**src/rtl/wb_burst_arbiter_if.sv**
```systemverilog
// Bus bundle for the 3-master burst arbiter: master-side request
// lanes plus the shared downstream port.
interface wb_burst_arbiter_if;
   logic [2:0]  m_cyc_i;
   logic [2:0]  m_stb_i;
   logic [2:0]  m_we_i;
   logic [95:0] m_adr_i;
   logic [95:0] m_dat_i;
   logic [11:0] m_sel_i;
   logic [29:0] m_bl_i;
   logic [2:0]  m_ack_o;
   logic [2:0]  m_err_o;
   logic [31:0] m_dat_o;
   logic        s_cyc_o;
   logic        s_stb_o;
   logic        s_we_o;
   logic [31:0] s_adr_o;
   logic [31:0] s_dat_o;
   logic [3:0]  s_sel_o;
   logic [9:0]  s_bl_o;
   logic        s_bry_o;
   logic        s_ack_i;
   logic [31:0] s_dat_i;
   logic [1:0]  gnt_o;

   modport slave (
      input  m_cyc_i, m_stb_i, m_we_i, m_adr_i, m_dat_i, m_sel_i, m_bl_i,
      output m_ack_o, m_err_o, m_dat_o,
      output s_cyc_o, s_stb_o, s_we_o, s_adr_o, s_dat_o, s_sel_o,
      output s_bl_o, s_bry_o,
      input  s_ack_i, s_dat_i,
      output gnt_o
   );

   modport master (
      output m_cyc_i, m_stb_i, m_we_i, m_adr_i, m_dat_i, m_sel_i, m_bl_i,
      input  m_ack_o, m_err_o, m_dat_o,
      input  s_cyc_o, s_stb_o, s_we_o, s_adr_o, s_dat_o, s_sel_o,
      input  s_bl_o, s_bry_o,
      output s_ack_i, s_dat_i,
      input  gnt_o
   );
endinterface

```
**src/rtl/wb_burst_arbiter.sv**
```systemverilog
// Round-robin Wishbone arbiter for icache/dcache/other masters with
// burst-length ownership hold and a per-transfer ack timeout.
module wb_burst_arbiter #(
   parameter int TIMEOUT = 255
) (
   input logic               clk,
   input logic               reset,
   wb_burst_arbiter_if.slave bus
);

   typedef enum logic [1:0] {IDLE, BUSY, TURN} state_t;

   localparam logic [9:0] TMO = 10'(TIMEOUT);

   state_t     r_state;
   logic [1:0] r_gnt;
   logic [1:0] r_last;
   logic [9:0] r_beat;
   logic [9:0] r_tmo;
   logic [2:0] r_err;
   logic [2:0] r_blk;

   logic [2:0]  w_req;
   logic        w_any;
   logic [1:0]  w_c0;
   logic [1:0]  w_c1;
   logic [1:0]  w_c2;
   logic [1:0]  w_win;
   logic        w_busy;
   logic        w_cyc;
   logic        w_stb;
   logic        w_we;
   logic [31:0] w_adr;
   logic [31:0] w_dat;
   logic [3:0]  w_sel;
   logic [9:0]  w_bl;
   logic [2:0]  w_oh;

   // A master aborted by timeout stays masked until it drops cyc.
   assign w_req  = bus.m_cyc_i & ~r_blk;
   assign w_any  = |w_req;
   assign w_busy = (r_state == BUSY);
   assign w_oh   = 3'b001 << r_gnt;

   always_comb begin
      w_c0 = 2'd0;
      w_c1 = 2'd1;
      w_c2 = 2'd2;
      case (r_last)
         2'd0: begin
            w_c0 = 2'd1;
            w_c1 = 2'd2;
            w_c2 = 2'd0;
         end
         2'd1: begin
            w_c0 = 2'd2;
            w_c1 = 2'd0;
            w_c2 = 2'd1;
         end
         default: begin
            w_c0 = 2'd0;
            w_c1 = 2'd1;
            w_c2 = 2'd2;
         end
      endcase
      if (w_req[w_c0])
         w_win = w_c0;
      else if (w_req[w_c1])
         w_win = w_c1;
      else
         w_win = w_c2;
   end

   always_comb begin
      w_cyc = 1'b0;
      w_stb = 1'b0;
      w_we  = 1'b0;
      w_adr = '0;
      w_dat = '0;
      w_sel = '0;
      w_bl  = '0;
      case (r_gnt)
         2'd0: begin
            w_cyc = bus.m_cyc_i[0];
            w_stb = bus.m_stb_i[0];
            w_we  = bus.m_we_i[0];
            w_adr = bus.m_adr_i[31:0];
            w_dat = bus.m_dat_i[31:0];
            w_sel = bus.m_sel_i[3:0];
            w_bl  = bus.m_bl_i[9:0];
         end
         2'd1: begin
            w_cyc = bus.m_cyc_i[1];
            w_stb = bus.m_stb_i[1];
            w_we  = bus.m_we_i[1];
            w_adr = bus.m_adr_i[63:32];
            w_dat = bus.m_dat_i[63:32];
            w_sel = bus.m_sel_i[7:4];
            w_bl  = bus.m_bl_i[19:10];
         end
         2'd2: begin
            w_cyc = bus.m_cyc_i[2];
            w_stb = bus.m_stb_i[2];
            w_we  = bus.m_we_i[2];
            w_adr = bus.m_adr_i[95:64];
            w_dat = bus.m_dat_i[95:64];
            w_sel = bus.m_sel_i[11:8];
            w_bl  = bus.m_bl_i[29:20];
         end
         default: begin
            w_cyc = 1'b0;
         end
      endcase
   end

   always_ff @(posedge clk or posedge reset) begin
      if (reset) begin
         r_state <= IDLE;
         r_gnt   <= 2'd0;
         r_last  <= 2'd2;
         r_beat  <= '0;
         r_tmo   <= '0;
         r_err   <= '0;
         r_blk   <= '0;
      end else begin
         r_err <= '0;
         r_blk <= r_blk & bus.m_cyc_i;
         case (r_state)
            IDLE: begin
               if (w_any) begin
                  r_gnt   <= w_win;
                  r_beat  <= '0;
                  r_tmo   <= '0;
                  r_state <= BUSY;
               end
            end
            BUSY: begin
               if (bus.s_ack_i) begin
                  r_beat <= r_beat + 10'd1;
                  r_tmo  <= '0;
               end else if (w_stb) begin
                  r_tmo <= r_tmo + 10'd1;
               end
               // Error pulse shows in the cycle after the last stall.
               if (r_tmo == TMO) begin
                  r_state      <= TURN;
                  r_blk[r_gnt] <= w_cyc;
               end else if (!w_cyc) begin
                  r_state <= TURN;
               end else if (!bus.s_ack_i && w_stb &&
                            (r_tmo + 10'd1 == TMO)) begin
                  r_err <= w_oh;
               end
            end
            TURN: begin
               r_last  <= r_gnt;
               r_state <= IDLE;
            end
            default: begin
               r_state <= IDLE;
            end
         endcase
      end
   end

   assign bus.s_cyc_o = w_busy;
   assign bus.s_stb_o = w_busy & w_stb;
   assign bus.s_we_o  = w_busy & w_we;
   assign bus.s_adr_o = w_busy ? w_adr : '0;
   assign bus.s_dat_o = w_busy ? w_dat : '0;
   assign bus.s_sel_o = w_busy ? w_sel : '0;
   assign bus.s_bl_o  = w_busy ? w_bl : '0;
   assign bus.s_bry_o = w_busy & w_stb;
   assign bus.m_ack_o = (w_busy & bus.s_ack_i) ? w_oh : '0;
   assign bus.m_err_o = r_err;
   assign bus.m_dat_o = reset ? '0 : bus.s_dat_i;
   assign bus.gnt_o   = r_gnt;

endmodule

```
**src/flat_wrapper.sv**
```systemverilog
// flat-port wrapper written by rule: the top's interface ports become plain ports
module wb_burst_arbiter_flat 
#(
   parameter int TIMEOUT = 255
)
  (clk, reset, bus_m_cyc_i, bus_m_stb_i, bus_m_we_i, bus_m_adr_i, bus_m_dat_i, bus_m_sel_i, bus_m_bl_i, bus_m_ack_o, bus_m_err_o, bus_m_dat_o, bus_s_cyc_o, bus_s_stb_o, bus_s_we_o, bus_s_adr_o, bus_s_dat_o, bus_s_sel_o, bus_s_bl_o, bus_s_bry_o, bus_s_ack_i, bus_s_dat_i, bus_gnt_o);
  wb_burst_arbiter_if bus_i ();
  input logic clk;
  input logic reset;
  input wire logic [$bits(bus_i.m_cyc_i)-1:0] bus_m_cyc_i;
  input wire logic [$bits(bus_i.m_stb_i)-1:0] bus_m_stb_i;
  input wire logic [$bits(bus_i.m_we_i)-1:0] bus_m_we_i;
  input wire logic [$bits(bus_i.m_adr_i)-1:0] bus_m_adr_i;
  input wire logic [$bits(bus_i.m_dat_i)-1:0] bus_m_dat_i;
  input wire logic [$bits(bus_i.m_sel_i)-1:0] bus_m_sel_i;
  input wire logic [$bits(bus_i.m_bl_i)-1:0] bus_m_bl_i;
  output wire logic [$bits(bus_i.m_ack_o)-1:0] bus_m_ack_o;
  output wire logic [$bits(bus_i.m_err_o)-1:0] bus_m_err_o;
  output wire logic [$bits(bus_i.m_dat_o)-1:0] bus_m_dat_o;
  output wire logic [$bits(bus_i.s_cyc_o)-1:0] bus_s_cyc_o;
  output wire logic [$bits(bus_i.s_stb_o)-1:0] bus_s_stb_o;
  output wire logic [$bits(bus_i.s_we_o)-1:0] bus_s_we_o;
  output wire logic [$bits(bus_i.s_adr_o)-1:0] bus_s_adr_o;
  output wire logic [$bits(bus_i.s_dat_o)-1:0] bus_s_dat_o;
  output wire logic [$bits(bus_i.s_sel_o)-1:0] bus_s_sel_o;
  output wire logic [$bits(bus_i.s_bl_o)-1:0] bus_s_bl_o;
  output wire logic [$bits(bus_i.s_bry_o)-1:0] bus_s_bry_o;
  input wire logic [$bits(bus_i.s_ack_i)-1:0] bus_s_ack_i;
  input wire logic [$bits(bus_i.s_dat_i)-1:0] bus_s_dat_i;
  output wire logic [$bits(bus_i.gnt_o)-1:0] bus_gnt_o;
  assign bus_i.m_cyc_i = bus_m_cyc_i;
  assign bus_i.m_stb_i = bus_m_stb_i;
  assign bus_i.m_we_i = bus_m_we_i;
  assign bus_i.m_adr_i = bus_m_adr_i;
  assign bus_i.m_dat_i = bus_m_dat_i;
  assign bus_i.m_sel_i = bus_m_sel_i;
  assign bus_i.m_bl_i = bus_m_bl_i;
  assign bus_m_ack_o = bus_i.m_ack_o;
  assign bus_m_err_o = bus_i.m_err_o;
  assign bus_m_dat_o = bus_i.m_dat_o;
  assign bus_s_cyc_o = bus_i.s_cyc_o;
  assign bus_s_stb_o = bus_i.s_stb_o;
  assign bus_s_we_o = bus_i.s_we_o;
  assign bus_s_adr_o = bus_i.s_adr_o;
  assign bus_s_dat_o = bus_i.s_dat_o;
  assign bus_s_sel_o = bus_i.s_sel_o;
  assign bus_s_bl_o = bus_i.s_bl_o;
  assign bus_s_bry_o = bus_i.s_bry_o;
  assign bus_i.s_ack_i = bus_s_ack_i;
  assign bus_i.s_dat_i = bus_s_dat_i;
  assign bus_gnt_o = bus_i.gnt_o;
  wb_burst_arbiter #(.TIMEOUT(TIMEOUT)) u_core (.clk(clk), .reset(reset), .bus(bus_i));
endmodule
```
**config.mk**
```make
export PLATFORM = sky130hd
export DESIGN_NAME = wb_burst_arbiter_flat
export DESIGN_NICKNAME = d
export VERILOG_FILES = /design/src/rtl/wb_burst_arbiter_if.sv /design/src/rtl/wb_burst_arbiter.sv /design/src/flat_wrapper.sv
export SDC_FILE = /design/constraint.sdc
export NUM_CORES = 1
export LEC_CHECK = 0
export ABC_AREA = 1
export BUFFER_PORTS_ARGS = -buffer_cell sky130_fd_sc_hd__buf_2
export CAP_MARGIN = 20
export CORE_AREA = 2 2 157 159
export CTS_CLUSTER_SIZE = 28
export DETAILED_ROUTE_END_ITERATION = 12
export DIE_AREA = 0 0 159 161
export GPL_TIMING_DRIVEN = 0
export HOLD_SLACK_MARGIN = 0.06
export PLACE_DENSITY = 0.4
export SKIP_LAST_GASP = 1
export SLEW_MARGIN = 20
export SYNTH_ARGS = -nofsm -noshare
export SYNTH_HDL_FRONTEND = slang
export SYNTH_SLANG_ARGS = --single-unit
```
**constraint.sdc**
```tcl
create_clock -name clk -period 1.73 [get_ports clk]
set_input_delay 0 -clock clk [delete_from_list [all_inputs] [get_ports clk]]
set_output_delay 0 -clock clk [all_outputs]
set_load 0.01 [all_outputs]
```
==> summary.txt <==
Placed design
  – Placed cell areas: 6000 um2
  – Hpwl dp: about 19000 um
  – DP Cell Count: 1494
  – Port Buffers: 398
  – Pre-CTS setup slack: -638.7 ps
  – Placer Congestion: about 0.85

Floorplan
  – Starting Density: 15.03%
  – DIE WIDTH: 159 um
  – Die H: 161 um
  – Core area: approximately 24000 um2
  – I/O pins: 400
  – Die area: approximately 26000 um2
  – Row cnt: 57

Synthesis
  – Post-Syn Instances: roughly 770
  – Area share of fa/ha/maj cells after synthesis: less than 1%
  – Post-synth EDFFs: 0
  – Most frequent cell after synthesis: nand2_1
  – Register bit count reported by yosys: 22
  – FFs w/ async S/R, synth: 100.0%
  – Largest family of logic cells by synthesized area: simple AND/OR/NAND/NOR gates
  – Post-synthesis xor/xnor area fraction: 0%
  – Synth Area per Inst: roughly 4.7 um2
  – Mux cell area share after synthesis: 0%
  – Cell variety after synth: 23
  – Area share of the largest cell type after synthesis: about two fifths
  – Top_reg_cell synth: dfrtp_1
  – Synth Area in Compound Gates: 3.334%
  – Synth cell count leaders: nand2_1, inv_1, nand3_1
  – Synthesized Nets: approximately 1100
  – Synth Area in Simple Gates: about three fifths
  – Cell taking the most area after synthesis: nand2_1
  – Synth top area cells: nand2_1, dfrtp_1, inv_1
  – Yosys Warn Count: 0
  – Register area share after synthesis: between 10% and 20%
  – Synthesized area: about 3600 um2

Drt
  – DRT Pass-1 Iters: 4
  – Residual DRC: 0
  – Antenna Nets Post-Route: 0
  – Vias per cell: 3.965
  – First DRT Iteration DRCs: 281
  – WL/cell: about 16 um
  – Vias: 6023
  – Routed wire length: 23660 um

Timing
  – Max-slew violation count: 0
  – Worst-Margin Slew: 936.6 ps
  – Final setup violation count: 0
  – Final Critical Period: ~1700 ps
  – Max Clock Freq: ~0.59 GHz
  – Hold WS: between 60 and 70 ps
  – Final hold violation count: 0
  – Final WS setup: between 30 and 40 ps
  – Setup TNS: 0 ps
  – Final period util: between 90% and 100%
  – Unrepaired setup endpoints after global routing: true
  – Relative slew slack: ~37%
  – Worst Skew: between 4 and 5 ps

Critical path
  – CP max FO: 5
  – Crit-path slowest cell: dfrtp_2
  – CP max stage delay: 440 ps
  – CP Launch Type: flip-flop
  – R2r worst-path depth: 11
  – Worst EP arrival: between 1500 and 2000 ps
  – Endpoint type of the worst setup path: primary output
  – Critical-path cell list: clkinv_4 > nor2_4 > buf_6 > buf_12 > nand2_1 > nand3_1 > nand2_1 > inv_1 > buf_2
  – Crit Path Class: flip-flop to primary output
  – CP dominant cell by count: nand2_1
  – Required time of the critical path: ~1700 ps

Run
  – Max-Cap Viols: 0

Min path
  – Hold crit path type: input port to flip-flop
  – Hold depth: 3

Global route
  – First-pass GRT wire length: around 34000 um
  – Gr usage total: between 15 and 20%
  – Congestion Overflow GR: 0
  – Initial antenna violation count: 1
  – Largest net degree at the start of global routing: 23
  – Vias in the first global route: 5956

Clock tree
  – Worst-path clk slew: about 60 ps
  – Root buf cell: clkbuf_16
  – Num CTS Buffers: 3
  – Max Root-Sink Buffers: 2
  – Clock sink count: 22
  – CTS tree: yes
  – Worst-Skew Late Latency: ~260 ps
  – H-tree depth: 1

Cells and area
  – Final nets: around 1500
  – Area grow syn2layout: 94.72%
  – Share of cells above drive strength 1: 43.60%
  – Final instance area: 7014 um2
  – Post-Layout Cell Count: approximately 1500
  – Diode count: 0
  – Final core occ: between 20% and 30%

Power and ir drop
  – IR drop worst, VDD: ~0.00062 V
  – Cell area power density: between 1000 and 1500 nW/um2
  – Leakage power: 4.607 nW
  – Final Power: around 9.5 mW

Run status
  – Status: finished clean
## power breakdown
part / internal [mW] / switching [mW]
logic: 3.47 / 4.74
registers: 0.605 / 0.0904
clock network: 0.354 / 0.211
## kinds of logic (layout without fill, tap and decap cells)
logic type | count (synthesis) | count (layout)
DFF | 22 | 22
buffers and inverters | 181 | 604
AOI/OAI and AO/OA | 23 | 23
adders and majority gates | 2 | 2
and+or+nand+nor | 544 | 544
## state kept, by name (all words and copies together), names as in the netlist
register            cells
u_core.r_last           2
u_core.bus.gnt_o        2
u_core.bus.m_err_o      3
u_core.r_state          2
u_core.r_tmo           10
u_core.r_blk            3
## layer usage
metal / track usage, % / up-vias / wire [um]
li1: - / 3140 / -
met1: 21.73 / 2639 / 10320
met2: 29.27 / 206 / 11460
met3: 3.159 / 36 / 1363
met4: 3.884 / 2 / 510
met5: 0 / - / 9
## cell usage in the layout (no fill, tap or decap), types with 10 or more instances in the layout
master     netlist  layout
buf_2            4     383
nand2_1        380     357
inv_1          138     131
nand3_1         99      82
nor2_1          49      47
buf_6            0      19
dfrtp_1         21      19
nand3_2          0      17
nand2_2          0      15
buf_4            2      13
o21ai_0         11      11
clkbuf_16        0      10
## timing repair
| action | 4_1_cts | 5_1_grt |
|---|---|---|
| endpoints found under the setup margin | 102 | 93 |
| endpoints found under the hold margin | 2 | 0 |
| setup buffers | 10 | 2 |
| cloned | 2 | 5 |
| pin swaps | 3 | 4 |
| resized for setup | 87 | 121 |
| hold buffers | 2 | 0 |
## critical path, delay by kind of cell (launching register included)
family	cells	cell delay, ps
buffers and inverters	5	610
flip-flops	1	440
AND/OR/NAND/NOR	4	390
## final timing paths
check	end	startpoint	slack, ps
max	bus_s_adr_o[30]	u_core.bus.gnt_o[1]	40
min	u_core.r_blk[2]	bus_m_cyc_i[2]	60
max reg2reg	u_core.r_tmo[9]	u_core.bus.gnt_o[1]	130
min reg2reg	u_core.r_blk[1]	u_core.r_blk[1]	530
max in group asynchronous	u_core.bus.gnt_o[1]	reset	770
min in group asynchronous	u_core.r_tmo[0]	reset	320
## layout make-up
cell class              instances  area (um2)
multi-input cells             569        2591
well taps                     324       405.4
repair buffers                418        2364
repair inverters                1       7.507
clock buffers                   4       88.84
plain buffers                  40       464.2
flip-flops and latches         22       554.3
inverters                     141       539.3
fillers                      2871       16950
Note: power is estimated with default switching activity, not from simulation.
